--- config.mk ---
export PLATFORM = sky130hd
export DESIGN_NAME = systolic_psum_drain_flat
export DESIGN_NICKNAME = d
export VERILOG_FILES = /design/src/rtl/systolic_psum_drain_pkg.sv /design/src/rtl/systolic_psum_drain_if.sv /design/src/rtl/systolic_psum_drain_row_fifo.sv /design/src/rtl/systolic_psum_drain.sv /design/src/flat_wrapper.sv
export SDC_FILE = /design/constraint.sdc
export NUM_CORES = 1
export LEC_CHECK = 0
export ABC_AREA = 1
export BUFFER_PORTS_ARGS = -buffer_cell sky130_fd_sc_hd__buf_2
export CAP_MARGIN = 20
export CORE_ASPECT_RATIO = 1.25
export CORE_UTILIZATION = 53
export CTS_BUF_LIST = sky130_fd_sc_hd__clkbuf_8 sky130_fd_sc_hd__clkbuf_16
export DETAILED_ROUTE_END_ITERATION = 7
export PLACE_DENSITY = 0.8
export SYNTH_ARGS = -nofsm -noshare
export SYNTH_HDL_FRONTEND = slang
export SYNTH_SLANG_ARGS = --single-unit
--- constraint.sdc ---
create_clock -name clk -period 3.1 [get_ports clk]
set_clock_uncertainty 0.1 [all_clocks]
set_input_delay 0.31 -clock clk [delete_from_list [all_inputs] [get_ports clk]]
set_output_delay 0.31 -clock clk [all_outputs]
set_load 0.1 [all_outputs]
--- src/rtl/systolic_psum_drain_pkg.sv ---
// Shared types and defaults for the systolic array output drain.
//   INT_BITS      : default width of one partial-sum lane
//   ROW_W         : width of one aligned result row (three lanes)
//   drain_state_t : drain controller states
package systolic_pkg;

    localparam int unsigned INT_BITS = 13;
    localparam int unsigned ROW_W    = 3 * INT_BITS;

    typedef enum logic [1:0] {
        IDLE    = 2'd0,
        COLLECT = 2'd1,
        FLUSH   = 2'd2
    } drain_state_t;

endpackage

--- src/rtl/systolic_psum_drain_if.sv ---
// Result-row handshake towards the writeback path.
//   out_valid : a row is presented
//   out_ready : consumer accepts the row
//   out_data  : {psum2, psum1, psum0}, column 0 in the LSBs
//   out_last  : presented row is the final row of the tile
// master = drain (producer), slave = writeback (consumer).
interface systolic_psum_drain_if
    import systolic_pkg::*;
#(
    parameter int unsigned ROW_W = systolic_pkg::ROW_W
);
    logic             out_valid;
    logic             out_ready;
    logic [ROW_W-1:0] out_data;
    logic             out_last;

    modport master (output out_valid, output out_data, output out_last, input  out_ready);
    modport slave  (input  out_valid, input  out_data, input  out_last, output out_ready);

endinterface

--- src/rtl/systolic_psum_drain_row_fifo.sv ---
// Synchronous result-row FIFO with occupancy count.
//   clk, reset (sync, active-low) ; push/din write ; pop/dout read (show-ahead)
//   full, empty, count : occupancy status
// A push on a full FIFO succeeds only when a pop happens in the same cycle.
module psum_row_fifo #(
    parameter  int unsigned WIDTH = systolic_pkg::ROW_W,
    parameter  int unsigned DEPTH = 4,
    localparam int unsigned AW    = $clog2(DEPTH),
    localparam int unsigned CW    = AW + 1
) (
    input  logic             clk,
    input  logic             reset,
    input  logic             push,
    input  logic             pop,
    input  logic [WIDTH-1:0] din,
    output logic [WIDTH-1:0] dout,
    output logic             full,
    output logic             empty,
    output logic [CW-1:0]    count
);

    logic [WIDTH-1:0] mem [DEPTH];
    logic [AW-1:0]    wr_ptr;
    logic [AW-1:0]    rd_ptr;
    logic             push_ok;
    logic             pop_ok;

    assign empty   = (count == '0);
    assign full    = (count == CW'(DEPTH));
    assign pop_ok  = pop & ~empty;
    assign push_ok = push & (~full | pop_ok);
    assign dout    = mem[rd_ptr];

    // Pointers wrap naturally because DEPTH is a power of two.
    always_ff @(posedge clk) begin
        if (!reset) begin
            wr_ptr <= '0;
            rd_ptr <= '0;
            count  <= '0;
        end else begin
            if (push_ok) wr_ptr <= wr_ptr + AW'(1);
            if (pop_ok)  rd_ptr <= rd_ptr + AW'(1);
            count <= count + CW'(push_ok) - CW'(pop_ok);
        end
    end

    // Storage needs no reset: dout is masked by the consumer while empty.
    always_ff @(posedge clk) begin
        if (push_ok) mem[wr_ptr] <= din;
    end

endmodule

--- src/rtl/systolic_psum_drain.sv ---
// Drains the column-skewed bottom-row partial sums of the 3x3 systolic array.
//   clk, reset        : clock, synchronous active-low reset
//   start, n_rows     : arm a tile of n_rows result rows (n_rows==0 is a no-op)
//   col0_valid        : psum0 valid now; psum1/psum2 of the same row follow at +1/+2
//   psum0..psum2      : array column outputs
//   almost_full       : FIFO holds >= FIFO_DEPTH-2 rows, feeder must pause
//   busy, done        : tile in progress / one-cycle pulse when the tile finishes
//   overflow          : sticky, a row was dropped on a full FIFO
//   wb                : row handshake to writeback
module systolic_psum_drain
    import systolic_pkg::*;
#(
    parameter int unsigned int_bits   = INT_BITS,
    parameter int unsigned FIFO_DEPTH = 4,
    parameter int unsigned CNT_W      = 8
) (
    input  logic                 clk,
    input  logic                 reset,
    input  logic                 start,
    input  logic [CNT_W-1:0]     n_rows,
    input  logic                 col0_valid,
    input  logic [int_bits-1:0]  psum0,
    input  logic [int_bits-1:0]  psum1,
    input  logic [int_bits-1:0]  psum2,
    output logic                 almost_full,
    output logic                 busy,
    output logic                 done,
    output logic                 overflow,
    systolic_psum_drain_if.master wb
);

    localparam int unsigned RW = 3 * int_bits;
    localparam int unsigned CW = $clog2(FIFO_DEPTH) + 1;

    drain_state_t         state_q;
    drain_state_t         state_d;
    logic [CNT_W-1:0]     n_rows_q;
    logic [CNT_W-1:0]     pushed_cnt;
    logic [CNT_W-1:0]     popped_cnt;
    logic [int_bits-1:0]  p0_d1;
    logic [int_bits-1:0]  p0_d2;
    logic [int_bits-1:0]  p1_d1;
    logic                 v_d1;
    logic                 v_d2;
    logic                 done_q;
    logic                 overflow_q;

    logic                 gate_in;
    logic                 arm;
    logic                 done_set;
    logic                 row_valid;
    logic                 row_last;
    logic                 pop;
    logic                 drop;
    logic [RW-1:0]        row;
    logic [RW-1:0]        fifo_dout;
    logic                 fifo_full;
    logic                 fifo_empty;
    logic [CW-1:0]        fifo_count;

    // Rows are admitted at the skew-pipe entry so in-flight rows always complete.
    assign gate_in   = col0_valid & (state_q == COLLECT) & (pushed_cnt < n_rows_q);
    assign row       = {psum2, p1_d1, p0_d2};
    assign row_valid = ~fifo_empty;
    assign row_last  = row_valid & (popped_cnt == n_rows_q - CNT_W'(1));
    assign pop       = row_valid & wb.out_ready;
    assign drop      = v_d2 & fifo_full & ~pop;

    psum_row_fifo #(
        .WIDTH (RW),
        .DEPTH (FIFO_DEPTH)
    ) u_fifo (
        .clk   (clk),
        .reset (reset),
        .push  (v_d2),
        .pop   (pop),
        .din   (row),
        .dout  (fifo_dout),
        .full  (fifo_full),
        .empty (fifo_empty),
        .count (fifo_count)
    );

    // Next-state and tile control.
    always_comb begin
        state_d  = state_q;
        arm      = 1'b0;
        done_set = 1'b0;
        case (state_q)
            IDLE: begin
                if (start) begin
                    if (n_rows != '0) begin
                        state_d = COLLECT;
                        arm     = 1'b1;
                    end else begin
                        done_set = 1'b1;
                    end
                end
            end
            COLLECT: begin
                if (pushed_cnt == n_rows_q) state_d = FLUSH;
            end
            FLUSH: begin
                if (pop && row_last) begin
                    state_d  = IDLE;
                    done_set = 1'b1;
                end
            end
            default: state_d = IDLE;
        endcase
    end

    // State, deskew pipe, counters and flags.
    always_ff @(posedge clk) begin
        if (!reset) begin
            state_q    <= IDLE;
            n_rows_q   <= '0;
            pushed_cnt <= '0;
            popped_cnt <= '0;
            p0_d1      <= '0;
            p0_d2      <= '0;
            p1_d1      <= '0;
            v_d1       <= 1'b0;
            v_d2       <= 1'b0;
            done_q     <= 1'b0;
            overflow_q <= 1'b0;
        end else begin
            state_q <= state_d;
            done_q  <= done_set;
            v_d1    <= gate_in;
            v_d2    <= v_d1;
            p0_d1   <= psum0;
            p0_d2   <= p0_d1;
            p1_d1   <= psum1;
            if (drop) overflow_q <= 1'b1;
            if (arm) begin
                n_rows_q   <= n_rows;
                pushed_cnt <= '0;
                popped_cnt <= '0;
            end else begin
                if (gate_in) pushed_cnt <= pushed_cnt + CNT_W'(1);
                if (pop)     popped_cnt <= popped_cnt + CNT_W'(1);
            end
        end
    end

    assign almost_full  = (fifo_count >= CW'(FIFO_DEPTH - 2));
    assign busy         = (state_q != IDLE);
    assign done         = done_q;
    assign overflow     = overflow_q;
    assign wb.out_valid = row_valid;
    assign wb.out_last  = row_last;
    assign wb.out_data  = row_valid ? fifo_dout : '0;

endmodule
--- src/flat_wrapper.sv ---
// flat-port wrapper written by rule: the top's interface ports become plain ports
module systolic_psum_drain_flat import systolic_pkg::*;
#(
    parameter int unsigned int_bits   = INT_BITS,
    parameter int unsigned FIFO_DEPTH = 4,
    parameter int unsigned CNT_W      = 8
)
  (clk, reset, start, n_rows, col0_valid, psum0, psum1, psum2, almost_full, busy, done, overflow, wb_out_valid, wb_out_data, wb_out_last, wb_out_ready);
  systolic_psum_drain_if wb_i ();
  input  logic clk;
  input  logic reset;
  input  logic start;
  input  logic [CNT_W-1:0] n_rows;
  input  logic col0_valid;
  input  logic [int_bits-1:0] psum0;
  input  logic [int_bits-1:0] psum1;
  input  logic [int_bits-1:0] psum2;
  output logic almost_full;
  output logic busy;
  output logic done;
  output logic overflow;
  output wire logic [$bits(wb_i.out_valid)-1:0] wb_out_valid;
  output wire logic [$bits(wb_i.out_data)-1:0] wb_out_data;
  output wire logic [$bits(wb_i.out_last)-1:0] wb_out_last;
  input wire logic [$bits(wb_i.out_ready)-1:0] wb_out_ready;
  assign wb_out_valid = wb_i.out_valid;
  assign wb_out_data = wb_i.out_data;
  assign wb_out_last = wb_i.out_last;
  assign wb_i.out_ready = wb_out_ready;
  systolic_psum_drain #(.int_bits(int_bits), .FIFO_DEPTH(FIFO_DEPTH), .CNT_W(CNT_W)) u_core (.clk(clk), .reset(reset), .start(start), .n_rows(n_rows), .col0_valid(col0_valid), .psum0(psum0), .psum1(psum1), .psum2(psum2), .almost_full(almost_full), .busy(busy), .done(done), .overflow(overflow), .wb(wb_i));
endmodule
==> flow_summary.json <==
{
  "cpMaxStageDelayCell": "buf_2",
  "power.density_nw_per_um2": 968,
  "synth-compound-area-share": 0.0922,
  "crit_path_start": "u_core.n_rows_q[0]",
  "first_pass_iters": 5,
  "cts_buffers": 22,
  "start_kind": "register",
  "synth_edf_count": 156,
  "ys_warn_count": 0,
  "diodes": 0,
  "drt_iter0_markers": 417,
  "crit_type": "register to output port",
  "dp_slack_ps": 592,
  "reg2reg_slack_ps": 610,
  "critPathMostFrequentCell": "nand2_1",
  "hold_start": "n_rows[6]",
  "synth_fa_ha_area_frac": 0.0263,
  "seq_area_frac_synth": 0.669,
  "die_x_um": 121,
  "ys_types": 33,
  "cp.arrival_ps": 2490,
  "synth_cells": 899,
  "worst-path-stages": 10,
  "worst_pin_slew_ps": 640,
  "reg2reg_to": "u_core.u_fifo.count[2]",
  "clk_latency_ps": 510,
  "die_h_um": 150,
  "place_congestion": 0.873,
  "async_reset_ff_frac": 0,
  "post-dp-hpwl_um": 11300,
  "finalWorstSetupSlack_ps": 198,
  "report.final.hold_viol_count": 0,
  "reg2reg_depth": 11,
  "cap_viol_max_count": 0,
  "synth_nets": 970,
  "clk_pin_slew_ps": 60,
  "post_cts_buffers": 0,
  "row_count": 53,
  "synth_most_common_cell": "nor2_1",
  "nets": 1109,
  "cpPeakStageDelay_ps": 460,
  "fin_crit_sh": 0.936,
  "cp_max_fo": 6,
  "synth_mux_area_frac": 0,
  "setup_violations": 0,
  "grt_pass1_vias": 6668,
  "worstSetupEndpointType": "output port",
  "post_drt_wl_per_cell_um": 15.1,
  "ios": 97,
  "clkSinkCount": 234,
  "finalSetupTns_ps": 0,
  "die-area_um2": 18100,
  "yosys_register_bits": 234,
  "avgSynthCellArea_um2": 10.4,
  "status": "finished, final reports clean",
  "synth_area_leader_cell": "edfxtp_1",
  "drt-total-wl_um": 19200,
  "cp_num_buf_inv": 3,
  "relSlewSlack": 0.572,
  "synth_xor_area_frac": 0.00657,
  "syn_area_um2": 9330,
  "cts_resized": 0,
  "layout-drive-gt1-share": 0.181,
  "ir_drop_mv": 0.585,
  "drc": 0,
  "vias_per_cell": 5.24,
  "hold_path.class": "input pin to register",
  "worstPathRequired_ps": 2690,
  "p_leak_nw": 4.81,
  "cts_buffer_depth": 3,
  "syn_to_final_growth_pct": 28.1,
  "io_buffers": 96,
  "worstPathCellList": "inv_1 > ha_1 > inv_1 > nand2_1 > nand2_1 > nand3_1 > nor2_1 > nand2_1 > nor4_4 > buf_2",
  "synth_area_leaders": "edfxtp_1 50%, dfxtp_1 17%, nor2_1 7.7%",
  "r2r-start": "u_core.u_fifo.count[1]",
  "endpoint": "wb_out_last",
  "grt_max_degree": 79,
  "track_usage": 0.218,
  "start_util": 0.548,
  "min_period_ps": 2900,
  "overflow": 0,
  "cpLargestDelayFamily": "buffers and inverters",
  "synth_top_area_share": 0.502,
  "rsz0062_at_grt": "no",
  "grt_pass1_wl_um": 31000,
  "ys_top_cells_by_count": "191 x nor2_1, 156 x edfxtp_1, 100 x o21ai_0",
  "via_count": 6681,
  "ys.flop_type": "edfxtp_1",
  "synth_top_family_by_area": "simple AND/OR/NAND/NOR gates",
  "finalMaxSlewViolations": 0,
  "synthSimpleGateAreaFrac": 0.146,
  "clock_tree.root_cell": "clkbuf_16",
  "fmax_mhz": 345,
  "postRouteAntennaNets": 0,
  "core_region_area_um2": 17000,
  "cts_tree": "yes",
  "cts_max_level": 1,
  "antenna_found_initial": 0
}
-- cell families after synthesis --
logic type               after synthesis
AND/OR/NAND/NOR                      331
adder cells (fa/ha/maj)               19
flip-flops                           234
buffers and inverters                137
AO/OA/AOI/OAI                        171
XOR/XNOR                               7
-- routing by layer --
metal | GRT usage | wire length [um] | up-vias
li1 | - | - | 3267
met1 | 0.247 | 7390 | 3174
met2 | 0.413 | 10200 | 200
met3 | 0.0333 | 1120 | 40
met4 | 0.0790 | 499 | 0
met5 | 0 | 0 | -
-- power breakdown --
group,total (W),internal (W),switching [W],leakage [nW]
registers,0.00350,0.00341,0.0000864,2.06
clock network,0.00282,0.00171,0.00111,0.389
logic,0.00524,0.00161,0.00363,2.36
total,0.0116,0.00674,0.00483,4.81
-- registers in the layout (all words and copies together), names as in the netlist, named ones only --
signal and cells:
u_core.popped_cnt 8, u_core.pushed_cnt 8, u_core.v_d2 1, u_core.u_fifo.mem 156
u_core.p0_d2 13, u_core.u_fifo.rd_ptr 2, u_core.overflow 1, u_core.p0_d1 13
u_core.p1_d1 13, u_core.u_fifo.wr_ptr 2, u_core.done 1, u_core.state_q 2
u_core.v_d1 1, u_core.u_fifo.count 3, u_core.n_rows_q 8
-- how the worst min path moves through the flow --
stage	endpoint	cells past startpoint
floorplan	u_core.p0_d2[0]	2
global placement	u_core.p0_d2[10]	2
detailed placement	u_core.p0_d2[10]	2
CTS	u_core.n_rows_q[6]	3
global route	u_core.n_rows_q[1]	3
finish	u_core.n_rows_q[6]	3
-- worst reg2reg max path, delay by kind of cell (launching register included) --
kind                     cells  cell delay, ps
adder cells (fa/ha/maj)      3             810
XOR/XNOR                     1             160
flip-flops                   1             340
buffers and inverters        3             420
AND/OR/NAND/NOR              4             570
-- through the flow --
stage / cells / hold slack (ps) / utilization / cell area, um2 / total power (W)
after floorplan: 899 / 290 / - / 9420 / 0.00698
after global placement: 1192 / 293 / 0.631 / 10800 / 0.00871
after detailed placement: 1192 / 297 / 0.631 / 10800 / 0.00877
after CTS: 1274 / 5.07 / 0.701 / 12000 / 0.0116
after global routing: 1274 / 23.4 / 0.701 / 12000 / 0.0120
final: 1274 / 8.74 / 0.701 / 12000 / 0.0116
-- area by class of cell --
class | count | area, um2
sequential | 234 | 6250
inverter | 99 | 372
multi-input combinational | 528 | 2650
timing repair buffer | 153 | 1620
clock buffer | 25 | 592
clock inverter | 15 | 186
tap | 220 | 275
fill | 1130 | 5090
-- timing repair --
action | CTS | global route
hold buffers | 42 | 0
endpoints found under the hold margin | 81 | 0
endpoints found under the setup margin | 0 | 0
-- layout by cell type, fill, tap and decap left out, types with 2 or more instances in the layout --
cell / count
nor2_2: 5
nor3_2: 2
nand2_1: 96
a21oi_2: 20
xnor2_1: 5
buf_4: 13
bufinv_16: 4
xor2_1: 2
ha_1: 18
nor2_1: 187
buf_12: 41
clkbuf_8: 3
buf_2: 57
nand3_1: 16
inv_1: 96
a21oi_1: 48
inv_2: 5
edfxtp_1: 156
dfxtp_2: 2
nor2_4: 4
clkbuf_16: 22
nor3_1: 2
o21ai_0: 100
nor3b_2: 2
dfxtp_1: 76
nand2_2: 2
clkinv_2: 2
nand4_1: 8
clkinv_1: 4
dlygate4sd3_1: 42
(Power assumes the default switching activity.)
